===== src/rtl/bus_wait_ctrl_if.sv =====
// rtl/bus_wait_ctrl_if.sv - CPU-side and device-side bus bundle for the wait-state controller
interface bus_wait_ctrl_if;
    logic [21:0] cpu_addr;
    logic [7:0]  cpu_data_out;
    logic        cpu_rd_n;
    logic        cpu_wr_n;
    logic        cpu_mem_io;
    logic        cpu_halt;
    logic        cpu_dma_ack;
    logic [7:0]  cpu_data_in;
    logic        cpu_wait;
    logic        dev_req;
    logic        dev_we;
    logic [21:0] dev_addr;
    logic [7:0]  dev_wdata;
    logic [7:0]  dev_rdata;
    logic        dev_ack;
    logic        err_timeout;
    logic        err_proto;
    logic        err_clr;

    modport slave (
        input  cpu_addr, cpu_data_out, cpu_rd_n, cpu_wr_n, cpu_mem_io,
        input  cpu_halt, cpu_dma_ack, dev_rdata, dev_ack, err_clr,
        output cpu_data_in, cpu_wait, dev_req, dev_we, dev_addr, dev_wdata,
        output err_timeout, err_proto
    );

    modport master (
        output cpu_addr, cpu_data_out, cpu_rd_n, cpu_wr_n, cpu_mem_io,
        output cpu_halt, cpu_dma_ack, dev_rdata, dev_ack, err_clr,
        input  cpu_data_in, cpu_wait, dev_req, dev_we, dev_addr, dev_wdata,
        input  err_timeout, err_proto
    );
endinterface


===== src/rtl/bus_wait_ctrl.sv =====
// rtl/bus_wait_ctrl.sv - region-decoded wait-state insertion and IO handshake with timeout
module bus_wait_ctrl #(
    parameter int ROM_WAIT   = 2,
    parameter int RAM_WAIT   = 0,
    parameter int IO_TIMEOUT = 64
) (
    input logic              clk,
    input logic              arst,
    bus_wait_ctrl_if.slave   bus
);
    localparam logic [7:0] ROM_W  = 8'(ROM_WAIT);
    localparam logic [7:0] RAM_W  = 8'(RAM_WAIT);
    localparam logic [7:0] IO_TO  = 8'(IO_TIMEOUT);

    typedef enum logic [1:0] {IDLE, WAIT_CNT, IO_HS, DONE} state_t;

    state_t     state, state_nxt;
    logic [7:0] cnt, cnt_nxt;
    logic       prev_rd_n, prev_wr_n;
    logic       armed;
    logic       rd_fall, wr_fall, both_low, strobes_high, bus_free, abort;
    logic       start, proto_evt, latch, capture, timeout_evt, dev_req_nxt;
    logic [7:0] mem_wait;

    assign rd_fall      = armed & prev_rd_n & ~bus.cpu_rd_n;
    assign wr_fall      = armed & prev_wr_n & ~bus.cpu_wr_n;
    assign both_low     = ~bus.cpu_rd_n & ~bus.cpu_wr_n;
    assign strobes_high = bus.cpu_rd_n & bus.cpu_wr_n;
    assign bus_free     = ~bus.cpu_halt & ~bus.cpu_dma_ack;
    assign abort        = strobes_high | ~bus_free;
    assign mem_wait     = (bus.cpu_addr < 22'h008000) ? ROM_W : RAM_W;

    // A strobe held low through reset release is not a start: armed gates edge detection for one cycle.
    assign start     = (state == IDLE) & bus_free & (rd_fall ^ wr_fall) & ~both_low;
    assign proto_evt = (state == IDLE) & bus_free & (rd_fall | wr_fall) & both_low;

    assign bus.cpu_wait = (start & (~bus.cpu_mem_io | (mem_wait != 8'd0)))
                        | (state == WAIT_CNT) | (state == IO_HS);

    always_comb begin
        state_nxt   = state;
        cnt_nxt     = cnt;
        dev_req_nxt = bus.dev_req;
        latch       = 1'b0;
        capture     = 1'b0;
        timeout_evt = 1'b0;
        case (state)
            IDLE: begin
                if (start) begin
                    latch       = 1'b1;
                    dev_req_nxt = 1'b1;
                    if (!bus.cpu_mem_io) begin
                        state_nxt = IO_HS;
                        cnt_nxt   = IO_TO;
                    end else begin
                        cnt_nxt   = mem_wait;
                        state_nxt = (mem_wait == 8'd0) ? DONE : WAIT_CNT;
                    end
                end
            end
            WAIT_CNT: begin
                if (abort) begin
                    state_nxt   = IDLE;
                    dev_req_nxt = 1'b0;
                end else begin
                    cnt_nxt = cnt - 8'd1;
                    if (cnt == 8'd1) begin
                        state_nxt   = DONE;
                        dev_req_nxt = 1'b0;
                        capture     = ~bus.dev_we;
                    end
                end
            end
            IO_HS: begin
                if (abort) begin
                    state_nxt   = IDLE;
                    dev_req_nxt = 1'b0;
                end else if (bus.dev_ack) begin
                    state_nxt   = DONE;
                    dev_req_nxt = 1'b0;
                    capture     = ~bus.dev_we;
                end else begin
                    cnt_nxt = cnt - 8'd1;
                    if (cnt == 8'd1) begin
                        state_nxt   = DONE;
                        dev_req_nxt = 1'b0;
                        timeout_evt = 1'b1;
                    end
                end
            end
            DONE: begin
                // dev_req is only still high here for a zero-wait access; its data arrives now.
                dev_req_nxt = 1'b0;
                capture     = bus.dev_req & ~bus.dev_we & bus_free;
                if (abort) state_nxt = IDLE;
            end
            default: state_nxt = IDLE;
        endcase
    end

    always_ff @(posedge clk) begin
        if (arst) begin
            state           <= IDLE;
            cnt             <= 8'd0;
            prev_rd_n       <= 1'b1;
            prev_wr_n       <= 1'b1;
            armed           <= 1'b0;
            bus.cpu_data_in <= 8'h00;
            bus.dev_req     <= 1'b0;
            bus.dev_we      <= 1'b0;
            bus.dev_addr    <= 22'd0;
            bus.dev_wdata   <= 8'h00;
            bus.err_timeout <= 1'b0;
            bus.err_proto   <= 1'b0;
        end else begin
            state       <= state_nxt;
            cnt         <= cnt_nxt;
            prev_rd_n   <= bus.cpu_rd_n;
            prev_wr_n   <= bus.cpu_wr_n;
            armed       <= 1'b1;
            bus.dev_req <= dev_req_nxt;
            if (latch) begin
                bus.dev_addr  <= bus.cpu_addr;
                bus.dev_wdata <= bus.cpu_data_out;
                bus.dev_we    <= wr_fall;
            end
            if (capture)
                bus.cpu_data_in <= bus.dev_rdata;
            else if (timeout_evt && !bus.dev_we)
                bus.cpu_data_in <= 8'hFF;
            bus.err_timeout <= timeout_evt | (bus.err_timeout & ~bus.err_clr);
            bus.err_proto   <= proto_evt | (bus.err_proto & ~bus.err_clr);
        end
    end
endmodule


===== src/flat_wrapper.sv =====
// flat-port wrapper written by rule: the top's interface ports become plain ports
module bus_wait_ctrl_flat 
#(
    parameter int ROM_WAIT   = 2,
    parameter int RAM_WAIT   = 0,
    parameter int IO_TIMEOUT = 64
)
  (clk, arst, bus_cpu_addr, bus_cpu_data_out, bus_cpu_rd_n, bus_cpu_wr_n, bus_cpu_mem_io, bus_cpu_halt, bus_cpu_dma_ack, bus_dev_rdata, bus_dev_ack, bus_err_clr, bus_cpu_data_in, bus_cpu_wait, bus_dev_req, bus_dev_we, bus_dev_addr, bus_dev_wdata, bus_err_timeout, bus_err_proto);
  bus_wait_ctrl_if bus_i ();
  input logic clk;
  input logic arst;
  input wire logic [$bits(bus_i.cpu_addr)-1:0] bus_cpu_addr;
  input wire logic [$bits(bus_i.cpu_data_out)-1:0] bus_cpu_data_out;
  input wire logic [$bits(bus_i.cpu_rd_n)-1:0] bus_cpu_rd_n;
  input wire logic [$bits(bus_i.cpu_wr_n)-1:0] bus_cpu_wr_n;
  input wire logic [$bits(bus_i.cpu_mem_io)-1:0] bus_cpu_mem_io;
  input wire logic [$bits(bus_i.cpu_halt)-1:0] bus_cpu_halt;
  input wire logic [$bits(bus_i.cpu_dma_ack)-1:0] bus_cpu_dma_ack;
  input wire logic [$bits(bus_i.dev_rdata)-1:0] bus_dev_rdata;
  input wire logic [$bits(bus_i.dev_ack)-1:0] bus_dev_ack;
  input wire logic [$bits(bus_i.err_clr)-1:0] bus_err_clr;
  output wire logic [$bits(bus_i.cpu_data_in)-1:0] bus_cpu_data_in;
  output wire logic [$bits(bus_i.cpu_wait)-1:0] bus_cpu_wait;
  output wire logic [$bits(bus_i.dev_req)-1:0] bus_dev_req;
  output wire logic [$bits(bus_i.dev_we)-1:0] bus_dev_we;
  output wire logic [$bits(bus_i.dev_addr)-1:0] bus_dev_addr;
  output wire logic [$bits(bus_i.dev_wdata)-1:0] bus_dev_wdata;
  output wire logic [$bits(bus_i.err_timeout)-1:0] bus_err_timeout;
  output wire logic [$bits(bus_i.err_proto)-1:0] bus_err_proto;
  assign bus_i.cpu_addr = bus_cpu_addr;
  assign bus_i.cpu_data_out = bus_cpu_data_out;
  assign bus_i.cpu_rd_n = bus_cpu_rd_n;
  assign bus_i.cpu_wr_n = bus_cpu_wr_n;
  assign bus_i.cpu_mem_io = bus_cpu_mem_io;
  assign bus_i.cpu_halt = bus_cpu_halt;
  assign bus_i.cpu_dma_ack = bus_cpu_dma_ack;
  assign bus_i.dev_rdata = bus_dev_rdata;
  assign bus_i.dev_ack = bus_dev_ack;
  assign bus_i.err_clr = bus_err_clr;
  assign bus_cpu_data_in = bus_i.cpu_data_in;
  assign bus_cpu_wait = bus_i.cpu_wait;
  assign bus_dev_req = bus_i.dev_req;
  assign bus_dev_we = bus_i.dev_we;
  assign bus_dev_addr = bus_i.dev_addr;
  assign bus_dev_wdata = bus_i.dev_wdata;
  assign bus_err_timeout = bus_i.err_timeout;
  assign bus_err_proto = bus_i.err_proto;
  bus_wait_ctrl #(.ROM_WAIT(ROM_WAIT), .RAM_WAIT(RAM_WAIT), .IO_TIMEOUT(IO_TIMEOUT)) u_core (.clk(clk), .arst(arst), .bus(bus_i));
endmodule

===== config.mk =====
export PLATFORM = sky130hd
export DESIGN_NAME = bus_wait_ctrl_flat
export DESIGN_NICKNAME = d
export VERILOG_FILES = /design/src/rtl/bus_wait_ctrl_if.sv /design/src/rtl/bus_wait_ctrl.sv /design/src/flat_wrapper.sv
export SDC_FILE = /design/constraint.sdc
export NUM_CORES = 1
export LEC_CHECK = 0
export ABC_CLOCK_PERIOD_IN_PS = 3100
export CAP_MARGIN = 40
export CORE_AREA = 2 2 81 83
export CTS_CLUSTER_DIAMETER = 120
export DETAILED_ROUTE_END_ITERATION = 10
export DIE_AREA = 0 0 83 85
export MAX_ROUTING_LAYER = met4
export PLACE_DENSITY = 0.76
export SLEW_MARGIN = 20
export SYNTH_ARGS = -nofsm -noshare
export SYNTH_HDL_FRONTEND = slang
export SYNTH_SLANG_ARGS = --single-unit

===== constraint.sdc =====
create_clock -name clk -period 3.1 [get_ports clk]
set_clock_uncertainty 0.2 [all_clocks]
set_input_delay 0.93 -clock clk [delete_from_list [all_inputs] [get_ports clk]]
set_output_delay 0.93 -clock clk [all_outputs]
set_load 0.01 [all_outputs]

Word level (Yosys, flattened, before mapping)
Index checks and enable logic that the tools add are counted.
Operators by class
  multiplexer cells: 36
  reduce and logical (&&, ||, !) cells: 9
  $lt $le $gt $ge: 1
  eq/ne operators: 9
  bitwise logic cells: 34
  $add $sub $neg: 1
Operators with widths (number)
  two-way mux 8 bit: 7
  one-hot mux 8 bit (3 select lines): 1
  less-than comparator 22 x 16 -> 1 bit, second input constant: 1
  two-way mux 2 bit: 9
  bitwise AND 1 bit: 17
  two-way mux 1 bit: 16
  NOT 1 bit: 9
  == test 8 x 1 -> 1 bit, second input constant: 1
  logical NOT 8 bit: 1
  one-hot mux 2 bit (4 select lines): 1
  nonzero test 8 bit: 1
  subtractor 8 x 1 -> 8 bit, second input constant: 1
  OR 1 bit: 7
  inequality test 2 bit, second input constant: 3
  AND reduction 5 bit: 1
  == test 2 bit, second input constant: 2
  inequality test 2 x 1 -> 1 bit, second input constant: 2
  one-hot mux 1 bit (4 select lines): 1
  one-hot mux 1 bit (3 select lines): 1
  nonzero test 3 bit: 1
  == test 2 x 1 -> 1 bit, second input constant: 1
  logical NOT 2 bit: 1
  AND reduction 2 bit: 1
  nonzero test 2 bit: 1
  other kinds (3): 3
Word-level totals
  output and inout bits: 43
  bits of input ports: 47
  register bits after elaboration: 55
  word-level logic and storage cells: 102

Logic depth before layout (Yosys ltp)
  depth after elaboration: 9
  mapped depth: 8

Worst setup path before layout
OpenSTA, ideal clock, no wires.
  path type: input port to output port
  from: input bus_cpu_wr_n
  to: output bus_cpu_wait
  path slack: -375 ps
  data arrival time: 2345 ps
  path buffers: 2
  stages: 7
  cell sequence: nand3b_1 ha_1 o21ai_2 or2_2 clkbuf_1 clkbuf_1 o21ai_0
Between the ends
  longest elaborated chain between the ends: 8
  elaborated cells between the ends (all ways): 10
  classes of those cells: bitwise: 10
RTL lines
  start: declaration: line flat_wrapper.sv:15  | input wire logic [$bits(bus_i.cpu_wr_n)-1:0] bus_cpu_wr_n;
  NOT 1 bit *: line bus_wait_ctrl.sv:26, bus_wait_ctrl.sv:27
  bitwise AND 1 bit: line bus_wait_ctrl.sv:26  | assign wr_fall = armed & prev_wr_n & ~bus.cpu_wr_n;
  bitwise XOR 1 bit: line bus_wait_ctrl.sv:34  | assign start = (state == IDLE) & bus_free & (rd_fall ^ wr_fall) & ~both_low;
  bitwise AND 1 bit: line bus_wait_ctrl.sv:34
  bitwise AND 1 bit *: line bus_wait_ctrl.sv:34
  bitwise AND 1 bit *: line bus_wait_ctrl.sv:37  | assign bus.cpu_wait = (start & (~bus.cpu_mem_io | (mem_wait != 8'd0)))
  OR 1 bit * (2 in a row): line bus_wait_ctrl.sv:38  | | (state == WAIT_CNT) | (state == IO_HS);
  end: declaration: line flat_wrapper.sv:23  | output wire logic [$bits(bus_i.cpu_wait)-1:0] bus_cpu_wait;
Every way passes the cells marked *; elsewhere a longest branch is shown, timed or not.

Final worst setup path
Ends and elaborated chain as after synthesis.

==> flow_metrics.tcl <==
set metrics [dict create \
    drt_iter0_markers 141 \
    synth_warnings 0 \
    vias_per_cell 4.922 \
    clk_pin_slew_ns 0.09 \
    worst_pin_slew_ns 0.6203 \
    dp_cells 465 \
    worstPathRequired_ns 1.97 \
    instances_no_fill 474 \
    grt_pass1_wl_mm 10.31 \
    syn-mean-instance-area_um2 7.970 \
    totalNegativeSetupSlack_ns -0.06149 \
    holdWs_ns 0.2577 \
    fmax_mhz 316.3 \
    synth-edff-count 0 \
    drt-total-wl_mm 6.144 \
    core_mm2 0.006205 \
    synth.net_count 351 \
    slowest_stage "ha_1" \
    ctsRootBufferMaster "clkbuf_8" \
    drv_slew 0 \
    cts_buffers 5 \
    drtPass1Iterations 4 \
    setup_ws_ns -0.06149 \
    cts_sinks 55 \
    relSlewSlack_pct 58.65 \
    critPathKind "input port to primary output" \
    chipWidth_um 83 \
    synthTopCellsByArea "dfxtp_1 47%, nand2_1 11%, a21oi_1 8.9%" \
    cap_violations 0 \
    die-area_mm2 0.007055 \
    slowest_delay_ns 0.31 \
    startpoint_type "input port" \
    start_util_pct 37.89 \
    crit_chain "buf_6 > nand3b_1 > ha_1 > o21ai_2 > or2_4 > o21ai_4 > buf_6" \
    p_int_mw 1.418 \
    ir_drop_uv 339.6 \
    layout-drive-gt1-share_pct 11.08 \
    critPathMostFrequentCell "buf_6" \
    violations "negative setup slack" \
    hpwl_mm 4.631 \
    ys.flop_type "dfxtp_1" \
    gr-total-overflow 0 \
    area_delta_synth_final_pct 52.47 \
    vias 2333 \
    yosysSeqAreaShare_pct 46.83 \
    clkLatencyLatePin_ns 0.30 \
    grt.total_usage_pct 18.00 \
    cts_tree "yes" \
    antenna_cells 0 \
    multi_input_area_mm2 0.001186 \
    p_per_area_mw_per_mm2 589.2 \
    gp_congestion 0.9128 \
    rows 29 \
    p_leak_nw 1.347 \
    fin_crit_ns 3.161 \
    netlist_area_mm2 0.002351 \
    seq_power_share_pct 38.9 \
    p_sw_mw 0.6939 \
    die_h_um 85 \
    swShare_pct 32.85 \
    fin_nets 453 \
    p_clk_share_pct 21.4 \
    async_flop_share_pct 0 \
    status "finished with violations" \
    port_buffers 89 \
    nFillCells 557 \
    ctsHtreeMaxLevel 2 \
    first_global_vias 2179 \
    synth_cell_type_count 39 \
    ant_nets 0 \
    fin_crit_sh_pct 102.0 \
    cp_max_fo 2 \
    ioPinCount 90 \
    drc 0 \
    arrival_ns 2.03 \
    cp-end-kind "primary output" \
    regArea_mm2 0.001101 \
    clock_path_buffers 2 \
    p_comb_share_pct 39.7 \
    postCtsHoldBufs 0 \
    ys_seq_elements 55 \
    syn_inst 295 \
    wl_per_cell_um 12.96 \
    antenna_found_initial 0 \
    grt_max_degree 35 \
    rsz0062_at_grt "true" \
    synth_top_area_share_pct 46.83 \
    setup_viol 1 \
    final_hold_viol_count 0 \
    hold_class "flop to flop" \
    synth_area_leader_cell "dfxtp_1" \
]
## area by class of cell
type / instances / share of cell area (%)
clock buffer: 6 / 2.024
sequential: 55 / 30.72
multi-input combinational: 215 / 33.09
clock inverter: 1 / 0.8377
timing repair buffer: 111 / 29.70
inverter: 9 / 0.9424
tap: 77 / 2.688
## metrics by stage
stage | area [um2] | power [mW] | setup WS, ns | utilization [%]
2_1_floorplan | 2385 | 1.349 | -0.09684 | -
3_3_place_gp | 3442 | 1.653 | -0.8015 | 55.47
3_5_place_dp | 3442 | 1.662 | -0.8387 | 55.47
4_1_cts | 3560 | 2.116 | -0.1156 | 57.37
5_1_grt | 3585 | 2.255 | -0.08202 | 57.77
6_report | 3585 | 2.112 | -0.06149 | 57.77
## critical path: cells and delay by family
family | cells | cell delay, ns
compound gates | 2 | 0.18
fa+ha+maj | 1 | 0.31
buf+inv | 2 | 0.21
simple gates | 2 | 0.40
## cell usage after synthesis, types with 2 or more instances
| cell | instances |
|---|---|
| nand2_1 | 68 |
| dfxtp_1 | 55 |
| a21oi_1 | 42 |
| nor2_1 | 28 |
| clkbuf_1 | 13 |
| a211oi_1 | 9 |
| ha_1 | 9 |
| inv_1 | 9 |
| o21ai_0 | 9 |
| nand3_1 | 5 |
| nor3_1 | 4 |
| and3_1 | 3 |
| nor4_1 | 3 |
| or2_2 | 3 |
| or3_1 | 3 |
| a2bb2oi_1 | 2 |
| a31oi_1 | 2 |
| buf_2 | 2 |
| nand3b_1 | 2 |
| nor2b_1 | 2 |
| o21a_1 | 2 |
| o21ai_2 | 2 |
| o32ai_1 | 2 |
## placed cells by master (no fill, tap or decap), types with 3 or more instances in the layout
master	Yosys	final
nor3_1	4	3
clkbuf_8	0	5
nand3_1	5	5
buf_4	0	21
clkdlybuf4s50_1	0	79
dlymetal6s2s_1	0	3
a21oi_1	42	42
inv_1	9	9
o21ai_0	9	8
or3_1	3	3
nor2_1	28	26
nand2_1	68	68
ha_1	9	9
dlygate4sd2_1	0	3
dfxtp_1	55	55
a211oi_1	9	9
and3_1	3	3
## repair_timing
item	CTS	global route
endpoints found under the setup margin	1	1
setup buffers	1	1
resized for setup	20	5
pin swaps	4	6
## state kept, by name, summed over array words and instances (netlist names), 2 cells and up
name,cells
u_core.bus.cpu_data_in,8
u_core.bus.dev_addr,22
u_core.bus.dev_wdata,8
u_core.cnt,8
u_core.state,2
## routing by layer
layer / up-vias / GRT usage, % / routed length, um / share of wire [%]
met4: 0 / 4.918 / 67 / 1.1
met3: 9 / 3.794 / 262 / 4.3
met2: 62 / 29.11 / 2888 / 47
met1: 1049 / 22.99 / 2926 / 48
met5: - / - / 0 / 0
li1: 1213 / - / - / -
## kinds of logic (layout without fill, tap and decap cells)
group	Yosys count	in the layout	share of synthesized area, %
buf+inv	25	127	4.417
compound gates	78	78	20.06
fa+ha+maj	9	9	4.790
mux	1	1	0.4258
simple gates	127	127	23.47
flops	55	55	46.83
## final timing paths
path | start | to | slack [ns] | cells after the start
worst max-delay path | bus_cpu_wr_n | bus_cpu_wait | -0.06 | 7
worst min-delay path | u_core.bus.dev_wdata[5]$_SDFFE_PP0P_ | u_core.bus.dev_wdata[5]$_SDFFE_PP0P_ | 0.26 | 2
worst max register to register | u_core.state[0]$_SDFFE_PP0P_ | u_core.cnt[4]$_SDFFE_PP0P_ | 0.76 | 8
worst min register to register | u_core.bus.dev_wdata[5]$_SDFFE_PP0P_ | u_core.bus.dev_wdata[5]$_SDFFE_PP0P_ | 0.26 | 2
## power groups by stage
stage                     Sequential, mW  Clock, mW  Combinational (mW)
final                              0.821      0.452               0.839
after global routing               0.831      0.493               0.931
after CTS                          0.820      0.462               0.833
after detailed placement           0.836          0               0.826
after global placement             0.835          0               0.818
after floorplan                    0.838          0               0.511
(Power assumes the default switching activity.)
